`src/rtl/router_cfg_ctrl.sv`:
```
// router_cfg_ctrl: boots the router config registers, then arbitrates two requesters onto HBUS
module router_cfg_ctrl #(
  parameter logic [7:0]  BOOT_MAXPKT = 8'd63,
  parameter logic [7:0]  BOOT_ENABLE = 8'd1,
  parameter logic [15:0] ADDR_MAXPKT = 16'h1000,
  parameter logic [15:0] ADDR_ENABLE = 16'h1001
) (
  input  logic        clock,
  input  logic        reset,
  input  logic        req0_valid,
  input  logic        req0_wr,
  input  logic [15:0] req0_addr,
  input  logic [7:0]  req0_wdata,
  output logic        req0_ready,
  input  logic        req1_valid,
  input  logic        req1_wr,
  input  logic [15:0] req1_addr,
  input  logic [7:0]  req1_wdata,
  output logic        req1_ready,
  output logic        rsp0_valid,
  output logic [7:0]  rsp0_rdata,
  output logic        rsp1_valid,
  output logic [7:0]  rsp1_rdata,
  output logic [15:0] haddr,
  output logic [7:0]  hdata_out,
  output logic        hdata_oe,
  input  logic [7:0]  hdata_in,
  output logic        hen,
  output logic        hwr_rd,
  output logic        boot_done
);
  localparam logic [2:0] BOOT0 = 3'd0;
  localparam logic [2:0] BOOT1 = 3'd1;
  localparam logic [2:0] IDLE  = 3'd2;
  localparam logic [2:0] WR    = 3'd3;
  localparam logic [2:0] RD    = 3'd4;
  localparam logic [2:0] RDCAP = 3'd5;

  logic [2:0]  state_q, state_d;
  logic        started_q;
  logic        last_q, last_d;
  logic        id_q, id_d;
  logic        hen_q, hen_d;
  logic        hwr_q, hwr_d;
  logic        oe_q, oe_d;
  logic        rsp_q, rsp_d;
  logic        done_q, done_d;
  logic [15:0] haddr_q, haddr_d;
  logic [7:0]  hdata_q, hdata_d;
  logic [7:0]  rdata_q, rdata_d;
  logic        gnt0, gnt1, acc, sel_wr;
  logic [15:0] sel_addr;
  logic [7:0]  sel_wdata;

  // grant in IDLE: a lone valid wins, a tie goes to whoever was not granted last
  always_comb begin
    gnt0      = (state_q == IDLE) & req0_valid & (~req1_valid | last_q);
    gnt1      = (state_q == IDLE) & req1_valid & (~req0_valid | ~last_q);
    acc       = gnt0 | gnt1;
    sel_wr    = gnt1 ? req1_wr    : req0_wr;
    sel_addr  = gnt1 ? req1_addr  : req0_addr;
    sel_wdata = gnt1 ? req1_wdata : req0_wdata;
  end

  // next state and next bus outputs; bus outputs are registered so reset clears them at once
  always_comb begin
    state_d = state_q;
    last_d  = last_q;
    id_d    = id_q;
    hen_d   = 1'b0;
    hwr_d   = 1'b0;
    oe_d    = 1'b0;
    rsp_d   = 1'b0;
    done_d  = done_q;
    haddr_d = haddr_q;
    hdata_d = hdata_q;
    rdata_d = rdata_q;
    case (state_q)
      BOOT0: begin
        hen_d   = 1'b1;
        hwr_d   = 1'b1;
        oe_d    = 1'b1;
        haddr_d = started_q ? ADDR_ENABLE : ADDR_MAXPKT;
        hdata_d = started_q ? BOOT_ENABLE : BOOT_MAXPKT;
        state_d = started_q ? BOOT1 : BOOT0;
      end
      BOOT1: begin
        state_d = IDLE;
        done_d  = 1'b1;
      end
      IDLE: begin
        if (acc) begin
          id_d    = gnt1;
          last_d  = gnt1;
          hen_d   = 1'b1;
          hwr_d   = sel_wr;
          oe_d    = sel_wr;
          haddr_d = sel_addr;
          hdata_d = sel_wr ? sel_wdata : hdata_q;
          state_d = sel_wr ? WR : RD;
        end
      end
      WR: begin
        state_d = IDLE;
        rsp_d   = 1'b1;
        rdata_d = 8'h00;
      end
      RD: state_d = RDCAP;
      RDCAP: begin
        state_d = IDLE;
        rsp_d   = 1'b1;
        rdata_d = hdata_in;
      end
      default: state_d = BOOT0;
    endcase
  end

  // state and output registers; BOOT0 is held with started_q low until the first edge after release
  always_ff @(posedge clock or negedge reset) begin
    if (!reset) begin
      state_q   <= BOOT0;
      started_q <= 1'b0;
      last_q    <= 1'b1;
      id_q      <= 1'b0;
      hen_q     <= 1'b0;
      hwr_q     <= 1'b0;
      oe_q      <= 1'b0;
      rsp_q     <= 1'b0;
      done_q    <= 1'b0;
      haddr_q   <= 16'h0000;
      hdata_q   <= 8'h00;
      rdata_q   <= 8'h00;
    end else begin
      state_q   <= state_d;
      started_q <= 1'b1;
      last_q    <= last_d;
      id_q      <= id_d;
      hen_q     <= hen_d;
      hwr_q     <= hwr_d;
      oe_q      <= oe_d;
      rsp_q     <= rsp_d;
      done_q    <= done_d;
      haddr_q   <= haddr_d;
      hdata_q   <= hdata_d;
      rdata_q   <= rdata_d;
    end
  end

  assign req0_ready = gnt0;
  assign req1_ready = gnt1;
  assign rsp0_valid = rsp_q & ~id_q;
  assign rsp1_valid = rsp_q & id_q;
  assign rsp0_rdata = rsp0_valid ? rdata_q : 8'h00;
  assign rsp1_rdata = rsp1_valid ? rdata_q : 8'h00;
  assign haddr      = haddr_q;
  assign hdata_out  = hdata_q;
  assign hdata_oe   = oe_q;
  assign hen        = hen_q;
  assign hwr_rd     = hwr_q;
  assign boot_done  = done_q;
endmodule

```
`config.mk`:
```
export PLATFORM = sky130hd
export DESIGN_NAME = router_cfg_ctrl
export DESIGN_NICKNAME = d
export VERILOG_FILES = /design/src/rtl/router_cfg_ctrl.sv
export SDC_FILE = /design/constraint.sdc
export NUM_CORES = 1
export LEC_CHECK = 0
export CAP_MARGIN = 10
export CORE_MARGIN = 2
export CORE_UTILIZATION = 40
export DETAILED_ROUTE_END_ITERATION = 10
export GPL_ROUTABILITY_DRIVEN = 0
export PLACE_DENSITY_LB_ADDON = 0.05
export SLEW_MARGIN = 20
export SYNTH_ARGS = -nofsm -noshare
export SYNTH_HDL_FRONTEND = slang
export SYNTH_SLANG_ARGS = --single-unit
```
`constraint.sdc`:
```
create_clock -name clock -period 2.06 [get_ports clock]
set_input_delay 0.412 -clock clock [delete_from_list [all_inputs] [get_ports clock]]
set_output_delay 0.412 -clock clock [all_outputs]
set_load 0.03 [all_outputs]
```
==> summary.md <==
| Metric | Value |
|---|---|
| RSZ-0062 raised after global routing | no |
| Post-synth top area share | 47.8% |
| Number of global-route vias before repair | 2,039 |
| Share of layout cells above drive strength 1 | 15.3% |
| Largest net degree at the start of global routing | 26 |
| Worst setup EP type | output port |
| I/O Buffers | 109 |
| Critical path startpoint category | register |
| Status | finished clean |
| Fin crit share | 95.3% |
| Biggest area consumer among synthesized cells | dfrtp_1 |
| Tot GR Track Use | 20.4% |
| CP Max Fanout | 10 |
| Hold crit path type | in -> async |
| CTS Buf Count | 5 |
| Post-Route WL | 5730 microns |
| Die W | 77.2 microns |
| Synthesized instance count | 226 |
| Antenna violations before repair | 0 |
| Crit path kind | reg -> out |
| DR vias | 2,039 |
| Starting Density | 41.7% |
| CORE AREA | 5140 sq um |
| M1 wire length | 2440 microns |
| I/O pins | 110 |
| Met3 wire length | 416 microns |
| Worst slew pin tran | 0.533 ns |
| Hold Vio Cnt, Final | 0 |
| Layout area overhead | 62.9% |
| Layout fillers | 457 |
| Drt pass-1 iters | 4 |
| Synth cell types | 38 |
| Diode count | 0 |
| Post-DP HPWL | 4420 microns |
| Die area | 5970 sq um |
| Clock tree buffer depth | 2 |
| Row cnt | 26 |
| Non-Filler Instances | 416 |
| Slew margin rel. | 64.5% |
| Max-cap violations | 0 |
| Minimum clock period after layout | 1.96 ns |
| Worst-path clk slew | 0.08 ns |
| Power Dens Cells | 1500 nW/um^2 |
| CTS Hold Buffers Added | 0 |
| Ranking of synthesized cells by area | dfrtp_1 48%, nand2_1 7.5%, mux2i_1 6.5%, o21ai_0 5.1%, mux2_2 4.2% |
| Cell Area, Synth | 2150 sq um |
| DRT antenna net count | 0 |
| Sink Count | 42 |
| # H-tree levels | 2 |
| Sequential fraction of the synthesis area | 49.0% |
| Setup-failing EPs final | 0 |
| Vias per cell | 4.90 |
| Global route overflow | 0 |
| Die height | 77.2 microns |
| YS warnings | 0 |
| Net Count, Synth | 288 |
| CTS root buf | clkbuf_8 |
| Clk_lat worst skew | 0.29 ns |
| Final Skew | 0.00474 ns |
| First-pass GRT wire length | 9750 microns |
| Wire length on met2 | 2760 microns |
| Worst Hold Slack | 0.0904 ns |
| Inst Count DP | 408 |
| Data arrival, critical path | 1.55 ns |
| CTS tree | yes |
| Synth Register Bits | 42 |
| DRT iter0 DRCs | 56 |
| P_leak | 0.00166 uW |
| Crit path required time | 1.65 ns |
| Slew Limit Fails | 0 |
| Max Fclk | 0.509 GHz |
| Final #Nets | 407 |
| Remaining DRCs | 0 |
| Peak VDD IR | 0.769 mV |
| Syn avg cell area | 9.49 sq um |
| Top sig layer | met4 |
| Wire per inst | 13.8 microns |
## layer usage
metal | track usage [%] | vias to the layer above
met5 | 0 | -
met4 | 7.32 | 0
met3 | 6.35 | 12
met2 | 33.1 | 69
met1 | 25.5 | 950
li1 | - | 1008
## area by class of cell
class                      instances  area, sq um  area share [%]
clock buffer                       7         76.3            2.18
clock inverter                     1         30.0           0.859
inverter                           3         11.3           0.322
multi-input combinational        165         1010            28.8
sequential                        42         1050            30.1
tap                               70         87.6            2.51
timing repair buffer             128         1230            35.1
## metrics by stage
stage                     area (sq um)  setup TNS (ns)  power, uW  worst slack [ns]  util [%]
after floorplan                   2150               0       3330             0.199         -
after global placement            3380               0       4590          0.000982      65.8
after detailed placement          3380          -0.175       4640           -0.0260      65.8
after CTS                         3480               0       5280           0.00509      67.8
after global routing              3500               0       5600            0.0241      68.0
final                             3500               0       5230            0.0965      68.0
## path summary, 6_finish.rpt
kind | start | to | slack (ns) | cells after the start
min in group clock | boot_done$_DFFE_PN0P_ | boot_done$_DFFE_PN0P_ | 0.46 | 1
setup / recovery | rsp_q$_DFF_PN0_ | rsp1_valid | 0.1 | 2
hold / removal | reset | rdata_q[3]$_DFFE_PN0P_ | 0.09 | 1
hold reg to reg | boot_done$_DFFE_PN0P_ | boot_done$_DFFE_PN0P_ | 0.46 | 1
setup reg to reg | state_q[2]$_DFFE_PN0P_ | hdata_out[3]$_DFFE_PN0P_ | 0.31 | 6
max in group asynchronous | reset | last_q$_DFFE_PN1P_ | 1.35 | 2
## critical path, stage by stage (launching register included)
cell,delay (ns)
dfrtp_1,0.45
and2_1,0.15
clkdlybuf4s50_1,0.66
## power breakdown
part | internal, uW | total (uW) | switching [uW]
Combinational | 1410 | 3070 | 1660
Sequential | 1240 | 1520 | 290
Clock | 363 | 632 | 269
## synth_stat cells
library cell,n
nand2_1,43
dfrtp_1,41
o21ai_0,22
mux2i_1,14
a21oi_1,10
and2_1,10
nor2_1,10
nor2b_1,10
and3_1,8
mux2_2,8
clkbuf_1,6
a31oi_1,5
buf_2,5
a21o_1,3
nand2b_1,3
a21boi_1,2
buf_1,2
inv_1,2
nand3_1,2
o22a_1,2
a211o_1,1
a21bo_2,1
a21boi_0,1
a22o_1,1
a32oi_1,1
buf_4,1
buf_6,1
clkbuf_2,1
conb_1,1
dfstp_2,1
inv_2,1
nand3_2,1
nor3b_2,1
o21ai_1,1
o22ai_1,1
o2bb2ai_1,1
o32ai_4,1
or2_2,1
## state kept, by name, indices dropped and copies added (netlist names)
register,cells
hdata_out,8
last_q,1
hdata_oe,1
rdata_q,8
id_q,1
rsp_q,1
hen,1
haddr,16
state_q,3
started_q,1
boot_done,1
## placed cells by master (no fill, tap or decap), types with 3 or more instances in the layout
cell	n
clkdlybuf4s50_1	89
nand2_1	43
dfrtp_1	40
buf_4	27
o21ai_0	22
mux2i_1	14
and2_1	10
nor2b_1	10
a21oi_1	10
nor2_1	9
and3_1	8
mux2_2	8
dlygate4sd2_1	6
a31oi_1	5
clkbuf_8	5
nand2b_1	3
a21o_1	3
dlymetal6s2s_1	3
## cell families (layout without fill, tap and decap cells)
kind of cell | after synthesis | after routing | share of synthesized area [%]
buffers and inverters | 19 | 139 | 4.20
AOI/OAI and AO/OA | 53 | 53 | 15.7
other | 1 | 1 | 0.175
muxes | 22 | 22 | 10.7
and+or+nand+nor | 89 | 89 | 20.1
DFF | 42 | 42 | 49.0
## what timing repair did
| item | CTS | global route |
|---|---|---|
| endpoints found under the setup margin | 9 | 4 |
| pin swaps | 0 | 0 |
| buffers inserted | 0 | 0 |
| gates resized for setup | 7 | 5 |
No activity file was read; power rests on OpenSTA's default activity.
